### src/rtl/fft_pkg.sv
// ---------------------------------------------------------------------------
// fft_pkg
// Shared types and constants for the FFT frame sequencer.
//   fft_seq_state_t : sequencer state encoding
//   sample_t        : default-width signed audio sample
//   cnt_width()     : counter width needed to hold a value (at least 1 bit)
// ---------------------------------------------------------------------------
package fft_pkg;

    localparam int FFT_SIZE_DEF  = 512;
    localparam int FFT_N_DEF     = 9;
    localparam int BIT_WIDTH_DEF = 16;

    typedef logic signed [BIT_WIDTH_DEF-1:0] sample_t;

    typedef enum logic [2:0] {
        IDLE,
        LOAD,
        START,
        BUSY,
        HOLD
    } fft_seq_state_t;

    // Bits needed to represent max_val; never less than one.
    function automatic int cnt_width(input int max_val);
        return (max_val < 2) ? 1 : $clog2(max_val + 1);
    endfunction

endpackage

### src/rtl/seq_counter.sv
// ---------------------------------------------------------------------------
// seq_counter
// Loadable up/down counter with a terminal-count flag.
//   clk, reset  : clock, synchronous active-high reset (count -> 0)
//   load        : load load_value (has priority over en)
//   load_value  : value to load
//   en          : count one step this cycle
//   up          : 1 = count up, 0 = count down
//   term_value  : count value at which tc is raised
//   tc          : count == term_value
// ---------------------------------------------------------------------------
module seq_counter #(
    parameter int W = 16
) (
    input  logic         clk,
    input  logic         reset,
    input  logic         load,
    input  logic [W-1:0] load_value,
    input  logic         en,
    input  logic         up,
    input  logic [W-1:0] term_value,
    output logic         tc
);

    logic [W-1:0] count_d;
    logic [W-1:0] count_q;

    // NOTE: every variable written in always_comb gets a default first, so no
    // path leaves it unassigned and no latch is inferred.
    always_comb begin
        count_d = count_q;
        if (load) begin
            count_d = load_value;
        end else if (en) begin
            count_d = up ? (count_q + W'(1)) : (count_q - W'(1));
        end
    end

    // NOTE: state is updated with non-blocking assignments so every flop
    // samples the pre-edge value of every other flop.
    always_ff @(posedge clk) begin
        if (reset) begin
            count_q <= '0;
        end else begin
            count_q <= count_d;
        end
    end

    assign tc = (count_q == term_value);

endmodule

### src/rtl/fft_frame_sequencer.sv
// ---------------------------------------------------------------------------
// fft_frame_sequencer
// Gathers FFT_SIZE audio samples into the FFT input memory, pulses fft_start,
// waits for fft_done (bounded by TIMEOUT), then idles HOLDOFF cycles before
// the next frame. Reports completed frames and sticky overrun/timeout flags.
//   clk, reset    : clock, synchronous active-high reset
//   enable        : level-sensitive run request
//   sample_valid  : one-cycle strobe qualifying sample
//   sample        : signed audio sample
//   fft_done      : FFT completion (only honoured in BUSY)
//   fft_load      : write strobe to FFT input memory (1 cycle after strobe)
//   din, add_rd   : write data / address (hold when fft_load=0)
//   fft_start     : one-cycle start pulse, the cycle after the last write
//   busy          : high in every state except IDLE
//   frame_count   : completed frames, wraps
//   overrun       : sticky, sample dropped in START/BUSY/HOLD
//   timeout_err   : sticky, fft_done not seen within TIMEOUT BUSY cycles
// All outputs are registered.
// ---------------------------------------------------------------------------
module fft_frame_sequencer
    import fft_pkg::*;
#(
    parameter int BIT_WIDTH = $bits(sample_t),
    parameter int N         = FFT_N_DEF,
    parameter int FFT_SIZE  = FFT_SIZE_DEF,
    parameter int HOLDOFF   = 4800,
    parameter int TIMEOUT   = 65535
) (
    input  logic                        clk,
    input  logic                        reset,
    input  logic                        enable,
    input  logic                        sample_valid,
    input  logic signed [BIT_WIDTH-1:0] sample,
    input  logic                        fft_done,
    output logic                        fft_load,
    output logic signed [BIT_WIDTH-1:0] din,
    output logic        [N-1:0]         add_rd,
    output logic                        fft_start,
    output logic                        busy,
    output logic        [15:0]          frame_count,
    output logic                        overrun,
    output logic                        timeout_err
);

    localparam int           W_TO      = cnt_width(TIMEOUT);
    localparam int           W_HO      = cnt_width(HOLDOFF);
    // HOLDOFF=0 still spends one cycle in HOLD, so it loads the same as 1.
    localparam int           HOLD_LOAD = (HOLDOFF == 0) ? 0 : HOLDOFF - 1;
    localparam logic [N-1:0] LAST_IDX  = N'(FFT_SIZE - 1);

    fft_seq_state_t              state_d, state_q;
    logic [N-1:0]                index_d, index_q;
    logic                        fft_load_d, fft_load_q;
    logic signed [BIT_WIDTH-1:0] din_d, din_q;
    logic [N-1:0]                add_rd_d, add_rd_q;
    logic                        fft_start_d, fft_start_q;
    logic                        busy_d, busy_q;
    logic [15:0]                 frame_count_d, frame_count_q;
    logic                        overrun_d, overrun_q;
    logic                        timeout_err_d, timeout_err_q;

    logic hold_tc;
    logic to_tc;

    // HOLD length: loaded on BUSY->HOLD, counts down to zero while in HOLD.
    seq_counter #(.W(W_HO)) u_hold_cnt (
        .clk        (clk),
        .reset      (reset),
        .load       ((state_q == BUSY) && fft_done),
        .load_value (W_HO'(HOLD_LOAD)),
        .en         ((state_q == HOLD) && !hold_tc),
        .up         (1'b0),
        .term_value ('0),
        .tc         (hold_tc)
    );

    // BUSY watchdog: cleared in START, one step per BUSY cycle. tc marks the
    // TIMEOUT-th BUSY cycle.
    seq_counter #(.W(W_TO)) u_timeout_cnt (
        .clk        (clk),
        .reset      (reset),
        .load       (state_q == START),
        .load_value ('0),
        .en         (state_q == BUSY),
        .up         (1'b1),
        .term_value (W_TO'(TIMEOUT - 1)),
        .tc         (to_tc)
    );

    always_comb begin
        state_d       = state_q;
        index_d       = index_q;
        fft_load_d    = 1'b0;
        din_d         = din_q;
        add_rd_d      = add_rd_q;
        fft_start_d   = 1'b0;
        frame_count_d = frame_count_q;
        overrun_d     = overrun_q;
        timeout_err_d = timeout_err_q;

        unique case (state_q)
            IDLE: begin
                if (enable) begin
                    state_d       = LOAD;
                    index_d       = '0;
                    overrun_d     = 1'b0;
                    timeout_err_d = 1'b0;
                end
            end
            LOAD: begin
                // Abort wins over a coincident sample.
                if (!enable) begin
                    state_d = IDLE;
                    index_d = '0;
                end else if (sample_valid) begin
                    fft_load_d = 1'b1;
                    din_d      = sample;
                    add_rd_d   = index_q;
                    index_d    = index_q + N'(1);
                    if (index_q == LAST_IDX) begin
                        state_d = START;
                    end
                end
            end
            START: begin
                fft_start_d = 1'b1;
                state_d     = BUSY;
            end
            BUSY: begin
                // enable is ignored here: the frame always completes or times out.
                if (fft_done) begin
                    state_d       = HOLD;
                    frame_count_d = frame_count_q + 16'd1;
                end else if (to_tc) begin
                    state_d       = IDLE;
                    timeout_err_d = 1'b1;
                end
            end
            HOLD: begin
                if (hold_tc) begin
                    state_d = enable ? LOAD : IDLE;
                    index_d = '0;
                end
            end
            default: begin
                state_d = IDLE;
                index_d = '0;
            end
        endcase

        // Samples arriving while the FFT owns the memory are dropped.
        if (sample_valid &&
            ((state_q == START) || (state_q == BUSY) || (state_q == HOLD))) begin
            overrun_d = 1'b1;
        end

        busy_d = (state_d != IDLE);
    end

    always_ff @(posedge clk) begin
        if (reset) begin
            state_q       <= IDLE;
            index_q       <= '0;
            fft_load_q    <= 1'b0;
            din_q         <= '0;
            add_rd_q      <= '0;
            fft_start_q   <= 1'b0;
            busy_q        <= 1'b0;
            frame_count_q <= '0;
            overrun_q     <= 1'b0;
            timeout_err_q <= 1'b0;
        end else begin
            state_q       <= state_d;
            index_q       <= index_d;
            fft_load_q    <= fft_load_d;
            din_q         <= din_d;
            add_rd_q      <= add_rd_d;
            fft_start_q   <= fft_start_d;
            busy_q        <= busy_d;
            frame_count_q <= frame_count_d;
            overrun_q     <= overrun_d;
            timeout_err_q <= timeout_err_d;
        end
    end

    assign fft_load    = fft_load_q;
    assign din         = din_q;
    assign add_rd      = add_rd_q;
    assign fft_start   = fft_start_q;
    assign busy        = busy_q;
    assign frame_count = frame_count_q;
    assign overrun     = overrun_q;
    assign timeout_err = timeout_err_q;

endmodule

### config.mk
export PLATFORM = sky130hd
export DESIGN_NAME = fft_frame_sequencer
export DESIGN_NICKNAME = d
export VERILOG_FILES = /design/src/rtl/fft_pkg.sv /design/src/rtl/seq_counter.sv /design/src/rtl/fft_frame_sequencer.sv
export SDC_FILE = /design/constraint.sdc
export NUM_CORES = 1
export LEC_CHECK = 0
export ABC_AREA = 1
export ABC_CLOCK_PERIOD_IN_PS = 1700
export CELL_PAD_IN_SITES_DETAIL_PLACEMENT = 1
export CELL_PAD_IN_SITES_GLOBAL_PLACEMENT = 2
export CORE_MARGIN = 1.5
export CORE_UTILIZATION = 28
export DETAILED_ROUTE_END_ITERATION = 8
export PLACE_DENSITY = 0.82
export SLEW_MARGIN = 25
export SYNTH_ARGS = -nofsm -noshare
export SYNTH_HDL_FRONTEND = slang
export SYNTH_HIERARCHICAL = 1
export SYNTH_SLANG_ARGS = --single-unit
### constraint.sdc
create_clock -name clk -period 1.7 [get_ports clk]
set_input_delay 0.17 -clock clk [delete_from_list [all_inputs] [get_ports clk]]
set_output_delay 0.17 -clock clk [all_outputs]
set_load 0.005 [all_outputs]
Yosys cells after proc, flatten, opt, wreduce, memory -nomap -nowiden
Index checks and enable logic that the tools add are counted.
{"block": "word_totals", "mem_bits_rw": 0, "n_memories": 0, "ff_bits": 87, "word_cells": 77, "out_inout_bits": 46, "romBits": 0, "latchBits": 0, "input_bits": 21}
{"block": "classes", "n_shift": 0, "mul": 0, "reduce_logical": 22, "mux": 24, "div_mod_pow": 0, "eq_ne": 11, "n_bitwise": 3, "magnitude_cmp": 0, "addsub": 4}
{"op": "9-bit two-way mux", "n": 4}
{"op": "9-bit case mux with 4 select lines", "n": 1}
{"op": "16-bit by 1-bit adder with 16-bit output, second input constant", "n": 2}
{"op": "13-bit two-way mux", "n": 2}
{"op": "3-bit two-way mux", "n": 7}
{"op": "16-bit == test, second input constant", "n": 1}
{"op": "3-bit case mux with 5 select lines", "n": 1}
{"op": "13-bit zero test", "n": 1}
{"op": "13-bit by 1-bit subtractor with 13-bit output, second input constant", "n": 1}
{"op": "9-bit by 1-bit adder with 9-bit output, second input constant", "n": 1}
{"op": "9-bit == test, second input constant", "n": 1}
{"op": "1-bit two-way mux", "n": 8}
{"op": "2-bit != test, second input constant", "n": 4}
{"op": "4-bit AND reduction", "n": 2}
{"op": "2-bit nonzero test", "n": 4}
{"op": "3-bit by 2-bit == test with 1-bit output, second input constant", "n": 2}
{"op": "2-bit OR reduction", "n": 3}
{"op": "2-bit AND reduction", "n": 2}
{"op": "3-bit by 1-bit == test with 1-bit output, second input constant", "n": 1}
{"op": "3-bit == test, second input constant", "n": 1}
{"op": "1-bit logical AND", "n": 3}
{"op": "3-bit zero test", "n": 1}
{"op": "3-bit != test, second input constant", "n": 1}
{"op": "1-bit inverter", "n": 3}
{"op": "other kinds (6)", "n": 7}

Logic depth before layout (Yosys ltp)
{"block": "depth", "word_depth": 6, "mapped_depth": 13, "mapped_depth_nobuf": 12}

By module
Netlist, hierarchy kept.
{"module": "fft_frame_sequencer", "area_each_um2": 2570.0, "cells_per_inst": 354, "seq_area_each_um2": 1161.1, "instances": 1}
{"module": "seq_counter at u_timeout_cnt", "area_each_um2": 1851.8, "cells_per_inst": 289, "seq_area_each_um2": 320.3, "instances": 1}
{"module": "seq_counter at u_hold_cnt", "area_each_um2": 1353.8, "cells_per_inst": 215, "seq_area_each_um2": 260.2, "instances": 1}

Least setup slack after synthesis
No wires, ideal clock.
{"block": "synth_path", "path_type": "flip-flop to flip-flop", "start": "register u_hold_cnt.count_q[0]", "end": "register u_hold_cnt.count_q[5]", "path_buffers": 1, "t_arrival_ns": 1.665, "setup_slack_ns": -0.032, "period_less_slack_ns": 1.732, "t_required_ns": 1.632, "setup_time_ns": 0.068, "path_stages_with_launch": 11, "cell_sequence": "dfxtp_1 > xnor2_1 > nand4_1 > nor3_1 > inv_1 > nand3_2 > inv_1 > nor2_1 > buf_2 > a22oi_1 > a21oi_2"}
{"block": "synth_between", "elab_chain_len": 4, "elab_cells_between_ends": 7, "classes_between": "add/sub (1); mux (2); reduce/logical (4)"}
{"element": "from (decl)", "line": "seq_counter.sv:26", "text": "logic [W-1:0] count_q;"}
{"element": "from (signal assigned)", "line": "seq_counter.sv:45", "text": "count_q <= count_d;"}
{"element": "13-bit zero test", "line": "seq_counter.sv:49", "text": "assign tc = (count_q == term_value);"}
{"element": "net hold_tc", "line": "fft_frame_sequencer.sv:62", "text": "logic hold_tc;"}
{"element": "1-bit zero test", "line": "fft_frame_sequencer.sv:71", "text": ".en ((state_q == HOLD) && !hold_tc),"}
{"element": "1-bit logical AND", "line": "fft_frame_sequencer.sv:71"}
{"element": "2-bit nonzero test (no line)"}
The timed path passes the listed nets, and every way through them passes these cells. The select of a mux whose other input is x is not followed.
A chain may end at the register's enable or synchronous reset.

Worst setup path after layout
{"block": "layout_path", "start": "register u_hold_cnt.count_q[10]", "end": "register u_hold_cnt.count_q[9]"}
The elaborated chain is that of the path after synthesis.

==> metrics.md <==
| Metric | Value |
|---|---|
| Yosys warns | `6` |
| Period Utilization, post-route | `104%` |
| CTS tree | `yes` |
| DP HPWL | `13900 µm` |
| EDFF count, synth | `0` |
| CP Launch Type | `register` |
| Cells after Synth | `858` |
| GPL Wtd Cong | `0.790` |
| Core ar. | `20200 µm²` |
| Antenna violations before repair | `0` |
| Layout Nets | `approximately 1100` |
| Power per cell area | `~600 nW/µm²` |
| Async SR Flop Fraction | `0%` |
| Critical path type | `register to register` |
| Bufs and invs on worst path | `4` |
| Seq/Total Area, Yosys | `30.2%` |
| Mapped cell area | `roughly 5800 µm²` |
| Latest clock arrival within the worst-skew pair | `0.35 ns` |
| CTS Buffer Depth | `2` |
| CP max stage cell | `dfxtp_2` |
| Critical-path cell list | `xor2_1 > nor2_1 > nand3_1 > nor3_2 > inv_1 > nand3_4 > inv_2 > nand2_2 > inv_2 > buf_4 > nand3_2 > a21oi_1` |
| DIE AREA | `21500 µm²` |
| Final worst slack | `-0.0640 ns` |
| Hold endpoint | `index_q[0]$_SDFFE_PP0P_` |
| CTS Hold Buffers Added | `0` |
| Global route overflow | `0` |
| Crit-path leading delay family | `simple AND/OR/NAND/NOR gates` |
| Fmax | `around 570 MHz` |
| Yosys top cell by area | `dfxtp_1` |
| Top post-synthesis cells by area | `dfxtp_1 30%, nand2_1 13%, inv_1 6.9%` |
| Ratio of cells with drive above 1 in the final layout | `approximately a fifth` |
| Num rows | `between 50 and 60` |
| Horiz. Die Dim | `147 µm` |
| Routed len/inst | `~13 µm` |
| Initial Utilization | `28.5%` |
| Crit. End Element | `register` |
| Flops & latches, synth | `87` |
| Cells on worst reg2reg path | `12` |
| Setup Viol. Count Final | `20` |
| Vias in the first global route | `6083` |
| DRT Wirelength | `17400 µm` |
| CTS H-tree lvls | `3` |
| Post-route DRC violation count | `0` |
| I/O Pins | `67` |
| Reg-to-reg endpoint | `u_hold_cnt/count_q[9]$_SDFFE_PP0P_` |
| Clock sink total | `slightly below 90` |
| R2R Path Start | `u_hold_cnt/count_q[10]$_SDFFE_PP0P_` |
| Maximum fanout along the worst path | `5` |
| Router iterations before antenna repair | `4` |
| Reg2Reg Setup Slack | `-0.06 ns` |
| Synth top cells by count | `205 x nand2_1, 106 x inv_1, 89 x nor2_1` |
| DR iter-0 viols | `126` |
| Worst slack, placed | `-0.168 ns` |
| Cell mode on critical path | `inv_2` |
| Syn_area_per_cell | `6.73 µm²` |
| Vias per cell | `4.44` |
| Area grow syn2layout | `39.0%` |
| Total power | `around 4800 µW` |
| Most frequent cell after synthesis | `nand2_1` |
| TritonCTS Buffers | `9` |
| CP max stage delay | `0.33 ns` |
| Worst path arrival time | `1.99 ns` |
| Total track usage | `16.8%` |
| Clk_skew | `0.00696 ns` |
| Inserted Diodes | `0` |
| Tmin final | `between 1.5 and 2 ns` |
| Port bufs | `66` |
| Maximum VDD drop | `about 0.58 mV` |
| Post-synthesis cell type count | `46` |
| Min-Delay Path Class | `primary input to register` |
| DR vias | `5920` |
| Leakage Power | `0.00366 µW` |
| First-pass GRT wire length | `just under 30000 µm` |
| Final hold viol count | `0` |
| Failing checks | `negative setup slack` |
| Critical Path RT | `1.93 ns` |
| Die H | `~150 µm` |
| Largest net degree at the start of global routing | `42` |
| Launch point of the worst hold path | `reset` |
| ANT nets after route | `0` |
| Final Max Slew Viols | `0` |
| Root Buffer Master | `clkbuf_16` |
| Synth Flop Type | `dfxtp_1` |
| Hold path cells | `2` |
| RSZ-0062 raised after global routing | `yes` |
| Synth top area share | `30.2%` |
| Reg clk slew, reported paths | `0.07 ns` |
| Run status | `finished with violations` |
| # Max-Cap Violations | `0` |
==> flip-flops by register name, indices dropped and copies added (netlist names), 3 cells and up <==
register               count
frame_count               16
state_q                    3
u_hold_cnt/count_q        13
u_timeout_cnt/count_q     16
din                       16
index_q                    9
add_rd                     9
==> cells by family after synthesis <==
family | count (synthesis) | share of synthesized area [%]
compound gates | 133 | 13.3
xor+xnor | 35 | 5.31
fa+ha+maj | 30 | 6.76
buf+inv | 138 | 9.60
flops | 87 | 30.2
other cells | 2 | 0.130
simple gates | 433 | 34.7
==> cell usage in the layout (no fill, tap or decap), types with 25 or more instances in the layout <==
cell type	n
conb_1	65
nor2_1	87
clkdlybuf4s50_1	65
dfxtp_1	84
buf_4	73
a21oi_1	51
inv_1	103
nand2_1	200
nand3_1	51
o21ai_1	25
==> per-stage QoR <==
stage	cells	hold WS, ns	cell area, µm²	util, %	TNS, ns
after global routing	1333	0.218	8030	39.7	-3.77
after global placement	1313	0.438	7490	37.0	-0.628
after floorplan	921	0.239	6020	-	0
after CTS	1331	0.196	7930	39.2	-2.08
after detailed placement	1313	0.438	7490	37.0	-2.51
final	1333	0.199	8030	39.7	-0.835
==> timing repair <==
| action | in CTS | in global routing |
|---|---|---|
| resized for setup | 23 | 20 |
| pin swaps | 14 | 13 |
| setup endpoints to repair | 24 | 35 |
| setup buffers | 3 | 3 |
==> worst max path at each step <==
| stage | from | end | slack [ns] | cells after the start |
|---|---|---|---|---|
| 2_1_floorplan | u_hold_cnt/count_q[0]$_SDFFE_PP0P_ | u_hold_cnt/count_q[5]$_SDFFE_PP0P_ | 0.01 | 10 |
| 3_3_place_gp | u_hold_cnt/count_q[11]$_SDFFE_PP0P_ | u_hold_cnt/count_q[0]$_SDFFE_PP0P_ | -0.10 | 10 |
| 3_5_place_dp | u_hold_cnt/count_q[11]$_SDFFE_PP0P_ | u_hold_cnt/count_q[2]$_SDFFE_PP0P_ | -0.17 | 11 |
| 4_1_cts | u_hold_cnt/count_q[10]$_SDFFE_PP0P_ | index_q[6]$_SDFFE_PP0P_ | -0.12 | 12 |
| 5_1_grt | u_hold_cnt/count_q[10]$_SDFFE_PP0P_ | index_q[6]$_SDFFE_PP0P_ | -0.19 | 12 |
| 6_report | u_hold_cnt/count_q[10]$_SDFFE_PP0P_ | u_hold_cnt/count_q[9]$_SDFFE_PP0P_ | -0.06 | 12 |
==> report_power, final <==
part	switching, µW	internal (µW)
Clock	877	1330
Sequential	17.4	2070
Combinational	295	241
Total	1190	3640
==> per-layer routing <==
metal  track usage, %  part of all wire (%)  vias to the layer above  wire length (µm)
li1                 -                     -                     3116                 -
met1             20.2                    46                     2757              8040
met2             31.1                    51                       34              8910
met3             2.59                   1.6                       13               283
met4             4.04                   1.0                        0               182
met5                0                     0                        -                 0
==> layout make-up <==
cell class | instances | area (µm²)
inverters | 119 | 449
multi-input cells | 696 | 3870
repair buffers | 145 | 1300
fillers | 2602 | 12200
clock buffers | 10 | 239
well taps | 270 | 338
clock inverters | 6 | 91.3
flip-flops and latches | 87 | 1750
No activity file was read; power rests on OpenSTA's default activity.
